File: config.mk
export PLATFORM = sky130hd
export DESIGN_NAME = bit_stream_serializer_flat
export DESIGN_NICKNAME = d
export VERILOG_FILES = /design/src/rtl/serial_pkg.sv /design/src/rtl/bit_stream_serializer_if.sv /design/src/rtl/bit_stream_serializer.sv /design/src/flat_wrapper.sv
export SDC_FILE = /design/constraint.sdc
export NUM_CORES = 1
export LEC_CHECK = 0
export ABC_CLOCK_PERIOD_IN_PS = 3480
export CORE_MARGIN = 8
export CORE_UTILIZATION = 51
export CTS_CLUSTER_DIAMETER = 50
export CTS_CLUSTER_SIZE = 20
export DETAILED_ROUTE_END_ITERATION = 6
export PLACE_DENSITY = 0.81
export SYNTH_ARGS = -nofsm -noshare
export SYNTH_HDL_FRONTEND = slang
export SYNTH_SLANG_ARGS = --single-unit
File: constraint.sdc
create_clock -name clk -period 3.48 [get_ports clk]
set_clock_uncertainty 0.15 [all_clocks]
set_input_delay 0.348 -clock clk [delete_from_list [all_inputs] [get_ports clk]]
set_output_delay 0.348 -clock clk [all_outputs]
set_load 0.02 [all_outputs]
File: src/rtl/serial_pkg.sv
// Shared types and constants for the serializer front end and the 1011 detector path.
package serial_pkg;

  typedef enum logic [0:0] {
    IDLE  = 1'b0,
    SHIFT = 1'b1
  } state_e;

  localparam int unsigned DEFAULT_WIDTH = 8;
  localparam logic [3:0] DETECT_PATTERN = 4'b1011;

endpackage

File: src/rtl/bit_stream_serializer_if.sv
// Word-load handshake plus serial-side outputs of the bit-stream serializer.
interface bit_stream_serializer_if #(
  parameter int unsigned WIDTH = 8
);
  logic [WIDTH-1:0] data_in;
  logic             load_valid;
  logic             load_ready;
  logic             out;
  logic             out_valid;
  logic             last_bit;
  logic             busy;

  modport master (
    output data_in,
    output load_valid,
    input  load_ready,
    input  out,
    input  out_valid,
    input  last_bit,
    input  busy
  );

  modport slave (
    input  data_in,
    input  load_valid,
    output load_ready,
    output out,
    output out_valid,
    output last_bit,
    output busy
  );
endinterface

File: src/rtl/bit_stream_serializer.sv
// Parallel-to-serial converter: accepts WIDTH-bit words and emits one bit per clock,
// holding the line at IDLE_BIT between words so the downstream detector sees clean fill.
module bit_stream_serializer
  import serial_pkg::*;
#(
  parameter int unsigned WIDTH     = DEFAULT_WIDTH,
  parameter bit          MSB_FIRST = 1'b1,
  parameter bit          IDLE_BIT  = 1'b0
) (
  input  logic                    clk,
  input  logic                    reset,
  bit_stream_serializer_if.slave  ser_io
);

  localparam int unsigned CntW = $clog2(WIDTH);

  state_e           state_q, state_d;
  logic [CntW-1:0]  cnt_q, cnt_d;
  logic [WIDTH-1:0] sreg_q, sreg_d;
  logic             out_q, out_d;
  logic             out_valid_q, out_valid_d;
  logic             last_q, last_d;
  logic             load_ready;
  logic             accept;

  // Ready in IDLE or while the final bit of the current word is on the line.
  assign load_ready = !reset && ((state_q == IDLE) || (cnt_q == '0));
  assign accept     = ser_io.load_valid && load_ready;

  always_comb begin
    state_d     = state_q;
    cnt_d       = cnt_q;
    sreg_d      = sreg_q;
    out_d       = IDLE_BIT;
    out_valid_d = 1'b0;
    last_d      = 1'b0;

    if (accept) begin
      // First bit goes straight to the output register; the remainder shifts from sreg.
      state_d     = SHIFT;
      cnt_d       = CntW'(WIDTH - 1);
      out_d       = MSB_FIRST ? ser_io.data_in[WIDTH-1] : ser_io.data_in[0];
      sreg_d      = MSB_FIRST ? (ser_io.data_in << 1) : (ser_io.data_in >> 1);
      out_valid_d = 1'b1;
    end else begin
      unique case (state_q)
        IDLE: begin
          state_d = IDLE;
        end
        SHIFT: begin
          if (cnt_q != '0) begin
            cnt_d       = cnt_q - 1'b1;
            out_d       = MSB_FIRST ? sreg_q[WIDTH-1] : sreg_q[0];
            sreg_d      = MSB_FIRST ? (sreg_q << 1) : (sreg_q >> 1);
            out_valid_d = 1'b1;
            last_d      = (cnt_q == CntW'(1));
          end else begin
            state_d = IDLE;
          end
        end
        default: begin
          state_d = IDLE;
        end
      endcase
    end
  end

  always_ff @(posedge clk) begin
    if (reset) begin
      state_q     <= IDLE;
      cnt_q       <= '0;
      sreg_q      <= '0;
      out_q       <= IDLE_BIT;
      out_valid_q <= 1'b0;
      last_q      <= 1'b0;
    end else begin
      state_q     <= state_d;
      cnt_q       <= cnt_d;
      sreg_q      <= sreg_d;
      out_q       <= out_d;
      out_valid_q <= out_valid_d;
      last_q      <= last_d;
    end
  end

  assign ser_io.load_ready = load_ready;
  assign ser_io.out        = out_q;
  assign ser_io.out_valid  = out_valid_q;
  assign ser_io.last_bit   = last_q;
  assign ser_io.busy       = (state_q == SHIFT);

endmodule

File: src/flat_wrapper.sv
// flat-port wrapper written by rule: the top's interface ports become plain ports
module bit_stream_serializer_flat import serial_pkg::*;
#(
  parameter int unsigned WIDTH     = DEFAULT_WIDTH,
  parameter bit          MSB_FIRST = 1'b1,
  parameter bit          IDLE_BIT  = 1'b0
)
  (clk, reset, ser_io_data_in, ser_io_load_valid, ser_io_load_ready, ser_io_out, ser_io_out_valid, ser_io_last_bit, ser_io_busy);
  bit_stream_serializer_if #(.WIDTH(WIDTH)) ser_io_i ();
  input  logic clk;
  input  logic reset;
  input wire logic [$bits(ser_io_i.data_in)-1:0] ser_io_data_in;
  input wire logic [$bits(ser_io_i.load_valid)-1:0] ser_io_load_valid;
  output wire logic [$bits(ser_io_i.load_ready)-1:0] ser_io_load_ready;
  output wire logic [$bits(ser_io_i.out)-1:0] ser_io_out;
  output wire logic [$bits(ser_io_i.out_valid)-1:0] ser_io_out_valid;
  output wire logic [$bits(ser_io_i.last_bit)-1:0] ser_io_last_bit;
  output wire logic [$bits(ser_io_i.busy)-1:0] ser_io_busy;
  assign ser_io_i.data_in = ser_io_data_in;
  assign ser_io_i.load_valid = ser_io_load_valid;
  assign ser_io_load_ready = ser_io_i.load_ready;
  assign ser_io_out = ser_io_i.out;
  assign ser_io_out_valid = ser_io_i.out_valid;
  assign ser_io_last_bit = ser_io_i.last_bit;
  assign ser_io_busy = ser_io_i.busy;
  bit_stream_serializer #(.WIDTH(WIDTH), .MSB_FIRST(MSB_FIRST), .IDLE_BIT(IDLE_BIT)) u_core (.clk(clk), .reset(reset), .ser_io(ser_io_i));
endmodule
Yosys cells after proc, flatten, opt, wreduce, memory -nomap -nowiden. Cells that the tools add are included. W data, S select, Z words.

Flip-flop bits (word level): 14. Bits of input ports: 11.

Add/subtract/negate cells: 1. Eq/ne operators: 1. Multiplexer cells: 14. Bitwise logic cells: 2. Reductions and logical operators: 10.

Operator list (count): $mux W8 (3); $mux W3 (3); $mux W1 (7); $reduce_bool A2 Y1 (2); $reduce_or A4 Y1 (1); $eq A3 B1 Y1 const B (1); $logic_not A3 Y1 (1); $reduce_bool A3 Y1 (1); $sub A3 B1 Y3 const B (1); $logic_and A1 B1 Y1 (2); $not A1 Y1 (2); $pmux W1 S2 (1); $reduce_and A2 Y1 (1); $logic_not A1 Y1 (1); $logic_or A1 B1 Y1 (1).

Logic depth before layout (Yosys ltp). Gate-level depths: netlist (run 1).

Depth in word-level cells: 6. Depth in mapped cells: 6. Mapped depth without buffers: 5.

Worst setup path before layout (run 1). Ideal clock, no wire load.

Path type: reg2out. From: register u_core.cnt_q[0]. To: output port ser_io_load_ready. Data arrival time: 1.192 ns. Slack: 1.790 ns. Stages on the path, launching flop included: 6. Cells stage by stage: dfxtp_1 inv_1 ha_1 nand2b_4 and2_2 nor2_1.

Cells in the longest elaborated chain, start to end: 3.

Ends and longest elaborated chain: from (decl) (line bit_stream_serializer.sv:18) `logic [CntW-1:0] cnt_q, cnt_d;`; from (signal assigned) (line bit_stream_serializer.sv:78) `cnt_q <= cnt_d;`; $logic_not A3 Y1 (line bit_stream_serializer.sv:27) `assign load_ready = !reset && ((state_q == IDLE) || (cnt_q == '0));`; $logic_or A1 B1 Y1 (line bit_stream_serializer.sv:27); $logic_and A1 B1 Y1 (line bit_stream_serializer.sv:27); to (decl) (line flat_wrapper.sv:14) `output wire logic [$bits(ser_io_i.load_ready)-1:0] ser_io_load_ready;`.

Every way passes these cells.

Worst setup path in the final report (run 1). Ends and elaborated chain as after synthesis.

==> out/metrics.yaml, run 1 <==
status:
  status: "finished, final reports clean"
sta:
  rsz0062_at_grt: "false"
  finalHoldWorstSlack_ps: 347
  postLayoutSetupSlackWorst_ps: 853
  period_share_pct: 75.5
  fmax_mhz: 381
  slew_headroom_pct: 58.1
  hold_viol: 0
  slew_viol_final: 0
  worst_slew_pin_slew_ps: 627
  setup-violations-final: 0
  timing.setup.tns_ps: 0
  min_period_ps: 2630
cells_and_area:
  drive_gt1_share_pct: 21.5
  final_cell_mix: "15 x clkdlybuf4s50_1, 13 x dfxtp_1, 7 x mux2i_1"
  post-route-util_pct: 66.5
  n_antenna_cell: 0
  fillCellCount: 120
  area_growth_pct: 23.4
  final_cells: 94
  finalNetCount: 94
  mostFrequentLayoutCell: "clkdlybuf4s50_1"
yosys:
  ys_warn_count: 0
  synth_nets: 78
  yosys-top-cells-area: "dfxtp_1 37%, a221oi_2 13%, mux2i_1 10%"
  yosysTopAreaCellShare_pct: 37.1
  synth_area_um2: 702
  ys_seq_elements: 13
  avgSynthCellArea_um2: 11.0
  ys_seq_area_share_pct: 37.1
  synth_top_area_cell: "dfxtp_1"
  syn_inst: 64
  yosysUniqueCellTypes: 22
drt:
  drtPass1Iterations: 2
  vias: 511
  drtAntennaViolNets: 0
  vias_per_cell: 5.44
  drtIter0Drc: 5
  drc_errors: 0
  drt-total-wl_um: 1510
  wl_per_cell_um: 16.0
worst_hold_path:
  hold_class: "flop to flop"
power_and_ir_drop:
  peakVddDrop_v: 0.000254
  swShare_pct: 30.8
  p_leak_nw: 0.351
  power.internal_mw: 0.254
  p_sw_mw: 0.113
  power_frac_seq_pct: 47.6
  p_per_area_mw_per_mm2: 424
  p_comb_share_pct: 25.9
  clkPwrFrac_pct: 26.5
critical_path:
  worstSetupPathType: "flop to output pin"
  r2r-start: "u_core.cnt_q[0]"
  endpoint_kind: "output pin"
  required_ps: 2980
  reg2reg_setup_slack_ps: 1840
  reg2reg_depth: 5
  r2r_end: "u_core.sreg_q[3]"
  crit_arrival_ps: 2130
  crit_path_end: "ser_io_load_ready"
  start_kind: "flop"
  cp_max_fo: 13
  startpoint: "u_core.cnt_q[0]"
global_routing:
  grt_max_degree: 18
  antenna_found_initial: 0
  grt_overflow: 0
  grt_usage_pct: 12.0
  grt_pass1_wl_um: 2430
  first_global_vias: 545
clock_tree:
  cts_hold_buf: 0
  cts_resized: 0
  cts_tree: "done"
  clockBufferDepth: 2
  htree_levels: 1
  cts_sinks: 13
  insertion_delay_ps: 280
  clockRootBuffer: "clkbuf_4"
  numCtsBuffers: 3
  clk_pin_slew_ps: 80
  cts_setup_buffers: 0
die:
  core_mm2: 0.00130
  start_util_pct: 53.9
  row_count: 13
  dieWidth_um: 53.1
  die_y_um: 53.1
  io_pins: 16
  dieArea_mm2: 0.00282
placed_design:
  placedCellCount: 90
  place.gp.congestion: 0.675
  pre_cts_ws_ps: 1150
  dp_hpwl_um: 1080
  port_buffers: 15
flow_run:
  max_cap_viol_count: 0
## cell type report
class | count | area, um^2 | area share [%]
timing repair buffer | 16 | 158 | 18.2
tap | 15 | 18.8 | 2.17
inverter | 3 | 11.3 | 1.30
sequential | 13 | 260 | 30.1
multi-input combinational | 43 | 392 | 45.2
clock buffer | 4 | 26.3 | 3.03
## metrics by stage
step,total power [mW],cell area [um^2]
after floorplan,0.246,702
final,0.367,866
after global placement,0.268,840
after detailed placement,0.274,840
after global routing,0.383,866
after CTS,0.369,866
## power by group through the flow
stage	registers [mW]	logic, mW	clock network, mW
floorplan	0.176	0.0697	0
global placement	0.177	0.0914	0
detailed placement	0.178	0.0954	0
CTS	0.175	0.0960	0.0981
global route	0.177	0.103	0.104
finish	0.175	0.0950	0.0974
## sequential cells by signal, summed over array words and instances, names as in the netlist
name                    flops
u_core.ser_io.busy          1
u_core.ser_io.last_bit      1
u_core.sreg_q               7
u_core.cnt_q                3
u_core.ser_io.out           1
## worst max-delay path, stage by stage (launching register included)
cell and delay, ps:
dfxtp_1 340, inv_1 130, ha_1 270, nand2b_4 170, and2_2 240, nor2_1 90
clkdlybuf4s50_1 610
## layer usage
layer | track usage, % | vias up | part of all wire [%]
li1 | - | 260 | -
met1 | 12.8 | 235 | 45
met2 | 19.7 | 12 | 47
met3 | 2.52 | 4 | 5.4
met4 | 10.1 | 0 | 3.1
met5 | 0 | - | 0
## cell families (layout without fill, tap and decap cells)
logic type | count (synthesis) | in the layout | share of synthesized area, %
and+or+nand+nor | 18 | 18 | 17.3
buffers and inverters | 8 | 23 | 7.13
muxes | 7 | 7 | 9.98
adders and majority gates | 3 | 3 | 5.35
AOI/OAI and AO/OA | 15 | 15 | 23.2
DFF | 13 | 13 | 37.1
## synthesized netlist by cell type
library cell   n
a221oi_2       6
a211oi_1       3
nand2_1        1
a21oi_2        3
nand2_4        1
inv_1          3
a31o_1         1
buf_4          3
and2_2         1
and3_1         1
nor2_1         3
a21o_1         2
nand2b_4       1
nor2b_1        6
nand3_1        1
ha_1           3
buf_2          1
nor3_1         2
dfxtp_1       13
nor4b_2        1
mux2i_1        7
buf_6          1
## how the worst min path moves through the flow
stage,from,to,slack [ps],cells past startpoint
3_5_place_dp,u_core.sreg_q[7],u_core.ser_io.out,330,2
2_1_floorplan,reset,u_core.sreg_q[3],260,1
4_1_cts,u_core.sreg_q[7],u_core.ser_io.out,350,2
3_3_place_gp,u_core.sreg_q[7],u_core.ser_io.out,320,2
5_1_grt,u_core.sreg_q[7],u_core.ser_io.out,370,2
6_report,u_core.sreg_q[7],u_core.ser_io.out,350,2
Power figures use the tool's default switching activity.
==> run 2, diff against run 1 <==
--- a/config.mk
+++ b/config.mk
@@ -5,13 +5,13 @@
 export SDC_FILE = /design/constraint.sdc
 export NUM_CORES = 1
 export LEC_CHECK = 0
-export ABC_CLOCK_PERIOD_IN_PS = 3480
+export ABC_CLOCK_PERIOD_IN_PS = 2450
 export CORE_MARGIN = 8
-export CORE_UTILIZATION = 51
+export CORE_UTILIZATION = 47
 export CTS_CLUSTER_DIAMETER = 50
 export CTS_CLUSTER_SIZE = 20
 export DETAILED_ROUTE_END_ITERATION = 6
-export PLACE_DENSITY = 0.81
+export PLACE_DENSITY = 0.76
 export SYNTH_ARGS = -nofsm -noshare
 export SYNTH_HDL_FRONTEND = slang
 export SYNTH_SLANG_ARGS = --single-unit
==> constraint.sdc (replaced) <==
create_clock -name clk -period 2.45 [get_ports clk]
set_clock_uncertainty 0.15 [all_clocks]
set_input_delay 0.245 -clock clk [delete_from_list [all_inputs] [get_ports clk]]
set_output_delay 0.245 -clock clk [all_outputs]
set_load 0.02 [all_outputs]
==> run 2 against run 1 <==
  * Via count is 4.5% higher
  * Critical endpoint unchanged
  * Final area is 1.9% higher
  * Combinational power is 51% higher
==> out/metrics.yaml, run 2 (synthesized netlist as in run 1, its figures left out) <==
status:
  status: "finished, final reports clean"  # unchanged
power_and_ir_drop:
  p_leak_nw: 0.361  # was 0.351 nW
  peakVddDrop_v: 0.000374  # was 0.000254 V
  p_per_area_mw_per_mm2: 589  # was 424 mW/mm^2
clock_tree:
  cts_tree: "done"  # unchanged
  clk_pin_slew_ps: 80  # about the same
  insertion_delay_ps: 270  # was 280 ps
  numCtsBuffers: 3  # unchanged
  cts_setup_buffers: 0  # unchanged
  cts_resized: 0  # unchanged
  clockBufferDepth: 2  # unchanged
  cts_sinks: 13  # unchanged
  htree_levels: 1  # unchanged
  cts_hold_buf: 0  # unchanged
  clockRootBuffer: "clkbuf_4"  # unchanged
global_routing:
  first_global_vias: 520  # was 545
  grt_max_degree: 17  # was 18
  grt_usage_pct: 10.8  # was 12.0%
  grt_pass1_wl_um: 2350  # was 2430 um
  grt_overflow: 0  # unchanged
  antenna_found_initial: 0  # unchanged
cells_and_area:
  n_antenna_cell: 0  # unchanged
  fillCellCount: 126  # was 120
  final_cell_mix: "15 x clkdlybuf4s50_1, 13 x dfxtp_1, 7 x mux2i_1"  # unchanged
  drive_gt1_share_pct: 23.5  # was 21.5%
  multiInputGateArea_um2: 392  # unchanged
  seq_area_um2: 260  # unchanged
  finalNetCount: 96  # was 94
  largest_reg_flops: 7  # unchanged
  max_flop_register: "u_core.sreg_q"  # unchanged
  reg_top3: "u_core.sreg_q: 7 flops, u_core.cnt_q: 3 flops"  # unchanged
  design_area_um2: 882  # was 866 um^2
  area_growth_pct: 25.7  # was 23.4%
  mostFrequentLayoutCell: "clkdlybuf4s50_1"  # unchanged
drt:
  wl_per_cell_um: 14.7  # was 16.0 um
  drt-total-wl_um: 1430  # was 1510 um
  drtIter0Drc: 4  # was 5
  vias: 534  # was 511
  drtPass1Iterations: 4  # was 2
  vias_per_cell: 5.51  # was 5.44
  drc_errors: 0  # unchanged
  drtAntennaViolNets: 0  # unchanged
sta:
  worst_slew_pin_slew_ps: 604  # was 627 ps
  fmax_mhz: 429
  period_share_pct: 95.1
  slew_viol_final: 0  # unchanged
  slew_headroom_pct: 59.6  # was 58.1%
  hold_viol: 0  # unchanged
  min_period_ps: 2330
  setup-violations-final: 0  # unchanged
  timing.setup.tns_ps: 0  # unchanged
  rsz0062_at_grt: "false"  # unchanged
placed_design:
  place.gp.congestion: 0.751  # was 0.675
  postPlaceCellArea_um2: 856  # was 840 um^2
  dp_hpwl_um: 997  # was 1080 um
  port_buffers: 15  # unchanged
critical_path:
  start_kind: "flop"  # unchanged
  r2r_end: "u_core.sreg_q[3]"  # unchanged
  crit_path_end: "ser_io_load_ready"  # unchanged
  reg2reg_depth: 6  # was 5
  required_ps: 2060  # was 2980 ps
  r2r-start: "u_core.cnt_q[0]"  # unchanged
  cp_max_fo: 3  # was 13
  startpoint: "u_core.cnt_q[0]"  # unchanged
  reg2reg_setup_slack_ps: 770  # was 1840 ps
  endpoint_kind: "output pin"  # unchanged
  worstSetupPathType: "flop to output pin"  # unchanged
  crit_arrival_ps: 1940  # was 2130 ps
worst_hold_path:
  hold_class: "flop to flop"  # unchanged
die:
  dieArea_mm2: 0.00299  # was 0.00282 mm^2
  die_y_um: 54.6  # was 53.1 um
  io_pins: 16  # unchanged
  row_count: 14  # was 13
  core_mm2: 0.00145  # was 0.00130 mm^2
  start_util_pct: 48.3  # was 53.9%
  dieWidth_um: 54.6  # was 53.1 um
flow_run:
  max_cap_viol_count: 0  # unchanged
-- run 2: cell count changes in the layout (fill, tap and decap cells not counted), sizes merged --
cell	before	now
buf	1	3
-- run 2: area by class of cell --
cell class	count	share of cell area [%]
multi-input cells	43	44.4
flip-flops and latches	13	29.5
repair buffers	18	19.6
clock buffers	4	2.98
well taps	16	2.27
inverters	3	1.28
-- run 2: worst max-delay path: stages (launching register included) --
cell and delay (ps):
dfxtp_1 330, inv_1 110, ha_1 270, nand2b_4 60, and2_2 190, nor2_1 90
clkdlybuf4s50_1 610
-- run 2: report_power, final --
part / total, mW / switching, mW / internal (mW) / leakage (nW)
logic: 0.143 / 0.0726 / 0.0703 / 0.238
registers: 0.243 / 0.0117 / 0.231 / 0.108
clock network: 0.133 / 0.0704 / 0.0631 / 0.0150
-- run 2: layer usage --
layer	routed length [um]	share of wire (%)	up-vias	GRT usage (%)
met3	91	6.4	2	2.99
met1	624	44	249	12.4
met4	20	1.4	0	8.61
met2	693	48	16	16.4
met5	0	0	-	0
li1	-	-	267	-
-- run 2: worst min path at each step --
stage | from | end | slack (ps) | cells past startpoint
2_1_floorplan | reset | u_core.sreg_q[3] | 160 | 1
3_3_place_gp | u_core.sreg_q[7] | u_core.ser_io.out | 320 | 2
3_5_place_dp | u_core.sreg_q[7] | u_core.ser_io.out | 320 | 2
4_1_cts | u_core.sreg_q[7] | u_core.ser_io.out | 330 | 2
5_1_grt | u_core.sreg_q[7] | u_core.ser_io.out | 350 | 2
6_report | u_core.sreg_q[7] | u_core.ser_io.out | 330 | 2
-- run 2: stage by stage --
| step | hold slack [ps] | std cells | util (%) | setup WS, ps | power [mW] |
|---|---|---|---|---|---|
| after CTS | 332 | 97 | 60.7 | 103 | 0.525 |
| after detailed placement | 318 | 93 | 58.9 | 432 | 0.391 |
| after global placement | 319 | 93 | 58.9 | 461 | 0.388 |
| after floorplan | 161 | 64 | - | 863 | 0.349 |
| after global routing | 353 | 97 | 60.7 | 5.43 | 0.551 |
| final | 331 | 97 | 60.7 | 119 | 0.519 |
